`src/rtl/sram_mem_controller_pkg.sv`:
```
// Shared definitions for the 32-bit-to-2x16-bit SRAM data-memory controller.
package sram_ctrl_pkg;
    typedef enum logic [1:0] {
        ST_IDLE = 2'd0,
        ST_LO   = 2'd1,
        ST_HI   = 2'd2,
        ST_DONE = 2'd3
    } state_t;

    localparam int unsigned DEF_BASE_ADDR   = 1024;
    localparam int unsigned DEF_SRAM_ADDR_W = 18;
    localparam int unsigned DEF_WAIT_CYCLES = 1;
endpackage

```
`src/rtl/sram_mem_controller_if.sv`:
```
// MEM-stage request/response signals plus the external 16-bit SRAM pins.
interface sram_mem_controller_if
    import sram_ctrl_pkg::*;
#(
    parameter int unsigned SRAM_ADDR_W = DEF_SRAM_ADDR_W
);
    logic                   wr_en;
    logic                   rd_en;
    logic [31:0]            address;
    logic [31:0]            write_data;
    logic [31:0]            read_data;
    logic                   ready;
    logic [SRAM_ADDR_W-1:0] sram_addr;
    logic [15:0]            sram_dq_out;
    logic [15:0]            sram_dq_in;
    logic                   sram_dq_oe;
    logic                   sram_we_n;

    modport master (
        output wr_en, rd_en, address, write_data, sram_dq_in,
        input  read_data, ready, sram_addr, sram_dq_out, sram_dq_oe, sram_we_n
    );

    modport slave (
        input  wr_en, rd_en, address, write_data, sram_dq_in,
        output read_data, ready, sram_addr, sram_dq_out, sram_dq_oe, sram_we_n
    );
endinterface

```
`src/rtl/sram_mem_controller_wait_counter.sv`:
```
// 4-bit dwell counter: clears on load, counts on enable, flags when it reaches the limit.
module sram_wait_counter (
    input  logic       clk,
    input  logic       rst,
    input  logic       i_load,
    input  logic       i_en,
    input  logic [3:0] i_limit,
    output logic [3:0] o_count,
    output logic       o_tc
);
    logic [3:0] r_count;

    always_ff @(posedge clk) begin
        if (!rst) begin
            r_count <= '0;
        end else if (i_load) begin
            r_count <= '0;
        end else if (i_en) begin
            r_count <= r_count + 4'd1;
        end
    end

    assign o_count = r_count;
    assign o_tc    = (r_count == i_limit);
endmodule

```
`src/rtl/sram_mem_controller.sv`:
```
// Splits one 32-bit MEM-stage access into two 16-bit SRAM accesses, stalling the core meanwhile.
module sram_mem_controller
    import sram_ctrl_pkg::*;
#(
    parameter int unsigned BASE_ADDR   = DEF_BASE_ADDR,
    parameter int unsigned SRAM_ADDR_W = DEF_SRAM_ADDR_W,
    parameter int unsigned WAIT_CYCLES = DEF_WAIT_CYCLES
) (
    input logic                  clk,
    input logic                  rst,
    sram_mem_controller_if.slave bus
);
    localparam logic [3:0]  WAIT_L = 4'(WAIT_CYCLES);
    localparam int unsigned IDX_W  = SRAM_ADDR_W - 1;

    state_t                 r_state;
    logic                   r_is_wr;
    logic [IDX_W-1:0]       r_idx;
    logic [31:0]            r_wdata;
    logic [31:0]            r_rdata;
    logic [SRAM_ADDR_W-1:0] r_sram_addr;
    logic [15:0]            r_dq_out;
    logic                   r_dq_oe;
    logic                   r_we_n;

    logic             w_req;
    logic             w_busy;
    logic             w_load;
    logic             w_en;
    logic             w_tc;
    logic             w_next_last;
    logic [3:0]       w_wcnt;
    logic [4:0]       w_wcnt_inc;
    logic [31:0]      w_offset;
    logic [IDX_W-1:0] w_idx;
    logic             w_unused_bits;

    assign w_req      = bus.wr_en | bus.rd_en;
    assign w_busy     = (r_state == ST_LO) || (r_state == ST_HI);
    assign w_load     = !w_busy || w_tc;
    assign w_en       = w_busy && !w_tc;
    // Below BASE_ADDR the subtraction wraps and the index is simply truncated.
    assign w_offset   = bus.address - 32'(BASE_ADDR);
    assign w_idx      = w_offset[SRAM_ADDR_W:2];
    assign w_wcnt_inc = {1'b0, w_wcnt} + 5'd1;
    assign w_next_last = (w_wcnt_inc == {1'b0, WAIT_L});
    assign w_unused_bits = ^{w_offset[31:SRAM_ADDR_W+1], w_offset[1:0]};

    sram_wait_counter u_wait (
        .clk     (clk),
        .rst     (rst),
        .i_load  (w_load),
        .i_en    (w_en),
        .i_limit (WAIT_L),
        .o_count (w_wcnt),
        .o_tc    (w_tc)
    );

    always_ff @(posedge clk) begin
        if (!rst) begin
            r_state     <= ST_IDLE;
            r_is_wr     <= 1'b0;
            r_idx       <= '0;
            r_wdata     <= '0;
            r_rdata     <= '0;
            r_sram_addr <= '0;
            r_dq_out    <= '0;
            r_dq_oe     <= 1'b0;
            r_we_n      <= 1'b1;
        end else begin
            case (r_state)
                ST_IDLE: begin
                    if (w_req) begin
                        r_state     <= ST_LO;
                        r_is_wr     <= bus.wr_en;
                        r_idx       <= w_idx;
                        r_wdata     <= bus.write_data;
                        r_sram_addr <= {w_idx, 1'b0};
                        r_dq_out    <= bus.write_data[15:0];
                        r_dq_oe     <= bus.wr_en;
                        r_we_n      <= !bus.wr_en;
                    end
                end
                ST_LO: begin
                    if (w_tc) begin
                        r_state     <= ST_HI;
                        r_sram_addr <= {r_idx, 1'b1};
                        r_dq_out    <= r_wdata[31:16];
                        r_we_n      <= !r_is_wr;
                        if (!r_is_wr) r_rdata[15:0] <= bus.sram_dq_in;
                    end else begin
                        // Strobe lifts one cycle early so the address stays stable past it.
                        r_we_n <= !r_is_wr || w_next_last;
                    end
                end
                ST_HI: begin
                    if (w_tc) begin
                        r_state <= ST_DONE;
                        r_dq_oe <= 1'b0;
                        r_we_n  <= 1'b1;
                        if (!r_is_wr) r_rdata[31:16] <= bus.sram_dq_in;
                    end else begin
                        r_we_n <= !r_is_wr || w_next_last;
                    end
                end
                ST_DONE: r_state <= ST_IDLE;
                default: r_state <= ST_IDLE;
            endcase
        end
    end

    assign bus.ready       = (r_state == ST_DONE) || ((r_state == ST_IDLE) && !w_req);
    assign bus.read_data   = r_rdata;
    assign bus.sram_addr   = r_sram_addr;
    assign bus.sram_dq_out = r_dq_out;
    assign bus.sram_dq_oe  = r_dq_oe;
    assign bus.sram_we_n   = r_we_n;
endmodule

```
`src/flat_wrapper.sv`:
```
// flat-port wrapper written by rule: the top's interface ports become plain ports
module sram_mem_controller_flat import sram_ctrl_pkg::*;
#(
    parameter int unsigned BASE_ADDR   = DEF_BASE_ADDR,
    parameter int unsigned SRAM_ADDR_W = DEF_SRAM_ADDR_W,
    parameter int unsigned WAIT_CYCLES = DEF_WAIT_CYCLES
)
  (clk, rst, bus_wr_en, bus_rd_en, bus_address, bus_write_data, bus_sram_dq_in, bus_read_data, bus_ready, bus_sram_addr, bus_sram_dq_out, bus_sram_dq_oe, bus_sram_we_n);
  sram_mem_controller_if #(.SRAM_ADDR_W(SRAM_ADDR_W)) bus_i ();
  input logic clk;
  input logic rst;
  input wire logic [$bits(bus_i.wr_en)-1:0] bus_wr_en;
  input wire logic [$bits(bus_i.rd_en)-1:0] bus_rd_en;
  input wire logic [$bits(bus_i.address)-1:0] bus_address;
  input wire logic [$bits(bus_i.write_data)-1:0] bus_write_data;
  input wire logic [$bits(bus_i.sram_dq_in)-1:0] bus_sram_dq_in;
  output wire logic [$bits(bus_i.read_data)-1:0] bus_read_data;
  output wire logic [$bits(bus_i.ready)-1:0] bus_ready;
  output wire logic [$bits(bus_i.sram_addr)-1:0] bus_sram_addr;
  output wire logic [$bits(bus_i.sram_dq_out)-1:0] bus_sram_dq_out;
  output wire logic [$bits(bus_i.sram_dq_oe)-1:0] bus_sram_dq_oe;
  output wire logic [$bits(bus_i.sram_we_n)-1:0] bus_sram_we_n;
  assign bus_i.wr_en = bus_wr_en;
  assign bus_i.rd_en = bus_rd_en;
  assign bus_i.address = bus_address;
  assign bus_i.write_data = bus_write_data;
  assign bus_i.sram_dq_in = bus_sram_dq_in;
  assign bus_read_data = bus_i.read_data;
  assign bus_ready = bus_i.ready;
  assign bus_sram_addr = bus_i.sram_addr;
  assign bus_sram_dq_out = bus_i.sram_dq_out;
  assign bus_sram_dq_oe = bus_i.sram_dq_oe;
  assign bus_sram_we_n = bus_i.sram_we_n;
  sram_mem_controller #(.BASE_ADDR(BASE_ADDR), .SRAM_ADDR_W(SRAM_ADDR_W), .WAIT_CYCLES(WAIT_CYCLES)) u_core (.clk(clk), .rst(rst), .bus(bus_i));
endmodule
```
`config.mk`:
```
export PLATFORM = sky130hd
export DESIGN_NAME = sram_mem_controller_flat
export DESIGN_NICKNAME = d
export VERILOG_FILES = /design/src/rtl/sram_mem_controller_pkg.sv /design/src/rtl/sram_mem_controller_if.sv /design/src/rtl/sram_mem_controller_wait_counter.sv /design/src/rtl/sram_mem_controller.sv /design/src/flat_wrapper.sv
export SDC_FILE = /design/constraint.sdc
export NUM_CORES = 1
export LEC_CHECK = 0
export BUFFER_PORTS_ARGS = -buffer_cell sky130_fd_sc_hd__buf_4
export CAP_MARGIN = 0
export CORE_ASPECT_RATIO = 0.9
export CORE_UTILIZATION = 35
export CTS_BUF_LIST = sky130_fd_sc_hd__clkbuf_8
export DETAILED_ROUTE_END_ITERATION = 8
export PLACE_DENSITY_LB_ADDON = 0.2
export RECOVER_POWER = 25
export SLEW_MARGIN = 20
export SYNTH_ARGS = -nofsm -noshare
export SYNTH_HDL_FRONTEND = slang
export SYNTH_HIERARCHICAL = 1
export SYNTH_SLANG_ARGS = --single-unit
```
`constraint.sdc`:
```
create_clock -name clk -period 4.1 [get_ports clk]
set_input_delay 0.205 -clock clk [delete_from_list [all_inputs] [get_ports clk]]
set_output_delay 0.205 -clock clk [all_outputs]
set_load 0.005 [all_outputs]
```
# Word level (Yosys, flattened, before mapping)
# Cells that the tools add are included.
# classes
n_bitwise,3
reduce_logical,23
muxes,17
addsub,3
n_eq_ne,8
# op_table
cell,count
two-way mux 18 bit,2
one-hot mux 18 bit (2 select lines),1
two-way mux 16 bit,2
one-hot mux 16 bit (2 select lines),1
"subtractor 19 x 11 -> 19 bit, second input constant",1
AND reduction 3 bit,5
one-hot mux 2 bit (4 select lines),1
two-way mux 2 bit,3
"inequality test 2 x 1 -> 1 bit, second input constant",3
"adder 4 x 1 -> 5 bit, second input constant",1
"equality test 5 x 1 -> 1 bit, second input constant",1
zero test 1 bit,5
two-way mux 1 bit,5
"adder 4 x 1 -> 4 bit, second input constant",1
"equality test 2 bit, second input constant",2
"equality test 4 x 1 -> 1 bit, second input constant",1
logical OR 1 bit,4
AND reduction 2 bit,2
nonzero test 2 bit,2
one-hot mux 1 bit (3 select lines),1
nonzero test 3 bit,1
"equality test 2 x 1 -> 1 bit, second input constant",1
logical AND 1 bit,2
zero test 2 bit,1
4 further kinds,5
# totals
regBits,124
elab_cells,65
output_inout_bits,69
inputBits,84

# Longest topological paths before layout
# depth
word_depth,5
ltp_mapped,9
mapped_depth_nobuf,6

# Cells and area by module
# Netlist, hierarchy kept.
# by_module_without_submodules
mod,area_each_um2,cells_each,n_inst,seq_area_each_um2
sram_mem_controller,4509.3,509,1,2082.0
sram_wait_counter,221.5,22,1,80.1

# Worst setup path after synthesis
# OpenSTA, ideal clock, no wires.
# synth_path
kind,register to register
startpoint,"reg u_core.u_wait.r_count[1], in the netlist u_core/u_wait/o_count[1]"
endpoint,"reg u_core.r_rdata[10], in the netlist u_core/bus.read_data[10]"
arrival_time_ns,2.090
stages_incl_launch_ff,9
t_required_ns,4.024
path_slack_ns,1.935
path_buffers,2
setup_time_ns,0.076
synth_period_minus_slack_ns,2.165
path_cell_list,dfxtp_1 xor2_1 nor4_1 and2b_1 and2_1 clkbuf_1 buf_2 nand2_1 a21boi_0
# synth_via
elab_chain_cells,2
# synth_rtl
item,line,text
"start, declared",sram_mem_controller_wait_counter.sv:11,logic [3:0] r_count;
"start signal, assigned",sram_mem_controller_wait_counter.sv:19,r_count <= r_count + 4'd1;
equality test 4 x 1 -> 1 bit,sram_mem_controller_wait_counter.sv:24,assign o_tc = (r_count == i_limit);
named net u_core.w_tc,sram_mem_controller.sv:30,logic w_tc;
AND reduction 3 bit (no line),--,
"end signal, assigned",sram_mem_controller.sv:90,if (!r_is_wr) r_rdata[15:0] <= bus.sram_dq_in;
"end, declared",sram_mem_controller.sv:20,logic [31:0] r_rdata;
# The timed path passes the listed nets, and every way through them passes these cells.
# A chain may end at the register's enable or synchronous reset.

# Worst setup path after layout
# layout_path
startpoint,reg u_core.r_state[0]
endpoint,reg u_core.r_wdata[25]
# layout_via
elab_chain_cells,2
# layout_rtl
item,line,text
"start, declared",sram_mem_controller.sv:16,state_t r_state;
"start signal, assigned",sram_mem_controller.sv:61,r_state <= ST_IDLE;
"start signal, assigned",sram_mem_controller.sv:74,r_state <= ST_LO;
"start signal, assigned",sram_mem_controller.sv:86,r_state <= ST_HI;
zero test 2 bit,sram_mem_controller.sv:71,case (r_state)
AND reduction 2 bit (no line),--,
"end signal, assigned",sram_mem_controller.sv:77,r_wdata <= bus.write_data;
"end, declared",sram_mem_controller.sv:19,logic [31:0] r_wdata;
# Every way passes these cells.

==> flow_summary.toml <==
[outcome]
status = "complete, no violations"

[die]
rows = 39
start_util = 0.366
die_x_um = 125
core-area_um2 = 12900
ios = 153
dieArea_um2 = 14000
die_h_um = 112

[synthesis]
yosys.area.top_type_share = 0.457
ys_seq_area_frac = 0.457
synth_top_area_cell = "dfxtp_1"
syn_inst = 531
postSynthAreaPerCell_um2 = 8.91
synth_edf_count = 0
synth-main-ff-cell = "dfxtp_1"
synth_area_leaders = "dfxtp_1 (46%), nand2_1 (13%), a21boi_0 (8.9%), mux2i_1 (6.8%), o211a_1 (5.9%)"
ys_ff_latch = 108
syn_area_um2 = 4730
synth.distinct_cells = 45
synthArstFlopShare = 0
yosysWarnings = 6

[clock_tree]
cts_resized = 0
cts_tree = "built"
cts.clk_slew.worst_paths_ns = 0.09
cts_buffers = 9
postCtsSetupRepairBufs = 0
cts.sinks = 108
root_buffer = "clkbuf_8"
clock_latency_ns = 0.38
htreeDepth = 3
hold_buffers = 0
clk_path_buf_depth = 2

[setup_path]
critPathArrivalTime_ns = 2.72
critPathKind = "reg2reg"
cp-startpoint = "u_core/r_state[0]"
reg2reg_from = "u_core/r_state[0]"
worst-endpoint-required_ns = 4.40
cp-end-kind = "register"
critPathMaxFanout = 30
worstSetupStartpointType = "register"

[timing]
setup_viol = 0
min_period_ns = 2.41
rsz0062_at_grt = "false"
fmax_mhz = 415
fin_crit_sh = 0.588
drv_slew = 0
finalHoldViolations = 0
max_slew_margin = 0.303
tightest_slew_ns = 1.05
skew_ns = 0.00695
fin_setup_tns_ns = 0

[drt]
drt_iter0_drc = 160
drtAntennaViolNets = 0
wl_um = 11400
vias = 4032
wl_per_cell_um = 13.9
via_per_inst = 4.94
drcViolationCount = 0
firstDrtPassIters = 4

[final_layout]
mostFrequentLayoutCells = "nand2_1 (160), dfxtp_1 (108), buf_4 (97)"
insertedDiodeCount = 0
syn_to_final_growth_pct = 27.2
nFillCells = 1256
drive_above_1_share = 0.250
layout.nets = 739
layout_commonest_cell = "nand2_1"
finalInstanceArea_um2 = 6020

[power]
p_seq_frac = 0.409
power.density_nw_per_um2 = 601
share_comb_of_total_power = 0.417
power.total_mw = 3.62
p_int_mw = 2.31
power_switching_mw = 1.31
total_leakage_power_nw = 2.71
pwr-share-clk = 0.174
switching_share = 0.362
ir_drop_v = 0.000265

[global_routing]
antenna_found_initial = 0
grt_pass1_vias = 3782
grt_max_degree = 115
grt_usage = 0.165
grt_remaining_overflow = 0
grt_pass1_wl_um = 18400

[placement]
dp_hpwl_um = 7670
placed_area_um2 = 5840
globalplace.congestion = 0.750
io_buffers = 137

[min_path]
min_from = "bus_sram_dq_in[12]"
hold_path.class = "in2reg"

[flow_run]
drv_cap = 0
-- synth_stat cells, drive strengths merged, types with 5 or more instances --
library cell  number
a21boi            58
a21oi              8
buf               16
clkbuf            22
dfxtp            108
ha                 7
inv                5
mux2i             32
nand2            160
nand2b             6
nor2              10
nor2b              6
nor3b              5
o211a             28
o21ai             14
xor2               7
-- worst paths after layout --
check | end | slack, ns | depth (start not counted)
worst max register to register | u_core/r_wdata[25] | 1.69 | 6
worst min register to register | u_core/bus.read_data[5] | 0.47 | 2
worst max-delay path | u_core/r_wdata[25] | 1.69 | 6
worst min-delay path | u_core/bus.read_data[28] | 0.07 | 3
-- area by class of cell --
cell class              instances  area [um^2]  area share
clock buffers                   9          124      0.0206
clock inverters                 6         57.6     0.00956
inverters                       5         18.8     0.00312
multi-input cells             382         2380       0.395
flip-flops and latches        108         2160       0.359
well taps                     164          205      0.0341
repair buffers                142         1070       0.178
-- state kept, by name, indices dropped and copies added (netlist names) --
register,flops
u_core/bus.sram_addr,18
u_core/bus.sram_dq_oe,1
u_core/r_is_wr,1
u_core/r_idx,17
u_core/bus.sram_dq_out,16
u_core/bus.read_data,32
u_core/bus.sram_we_n,1
u_core/u_wait/o_count,4
u_core/r_wdata,16
u_core/r_state,2
-- power by group through the flow --
stage,clock network [mW],registers [mW],logic [mW]
5_1_grt,0.701,1.52,1.69
3_3_place_gp,0,1.50,1.51
6_report,0.629,1.48,1.51
2_1_floorplan,0,1.50,0.982
4_1_cts,0.664,1.48,1.55
3_5_place_dp,0,1.51,1.54
-- critical path: stages (launching register included) --
cell	delay (ns)
dfxtp_1	0.35
inv_1	0.12
ha_1	0.36
o21a_1	0.88
buf_4	0.34
nand2_1	0.09
a21boi_0	0.18
-- routing by layer --
metal  global-route usage  wire length (um)  vias up  part of all wire
li1                     -                 -     2032                 -
met1                0.203              5310     1862              0.47
met2                0.262              5020      123              0.44
met3               0.0634               844       15             0.074
met4               0.0627               187        0             0.016
met5                    0                 0        -                 0
-- logic make-up (layout without fill, tap and decap cells) --
logic type      Yosys count  after routing  share of synthesized area
xor+xnor                 11             11                     0.0204
fa+ha+maj                 7              7                     0.0185
simple gates            206            206                      0.190
mux                      32             32                     0.0677
other cells               2              4                    0.00159
flops                   108            108                      0.457
compound gates          122            122                      0.202
buf+inv                  43            162                     0.0436
-- metrics by stage --
| step | std cells | hold WS, ns | utilization | worst slack (ns) |
|---|---|---|---|---|
| after floorplan | 533 | 0.340 | - | 1.93 |
| after global placement | 801 | 0.446 | 0.452 | 1.77 |
| after CTS | 816 | 0.0412 | 0.466 | 1.70 |
| after global routing | 816 | 0.0502 | 0.465 | 1.46 |
| after detailed placement | 801 | 0.456 | 0.452 | 1.71 |
| final | 816 | 0.0735 | 0.465 | 1.69 |
Note: power is estimated with default switching activity, not from simulation.
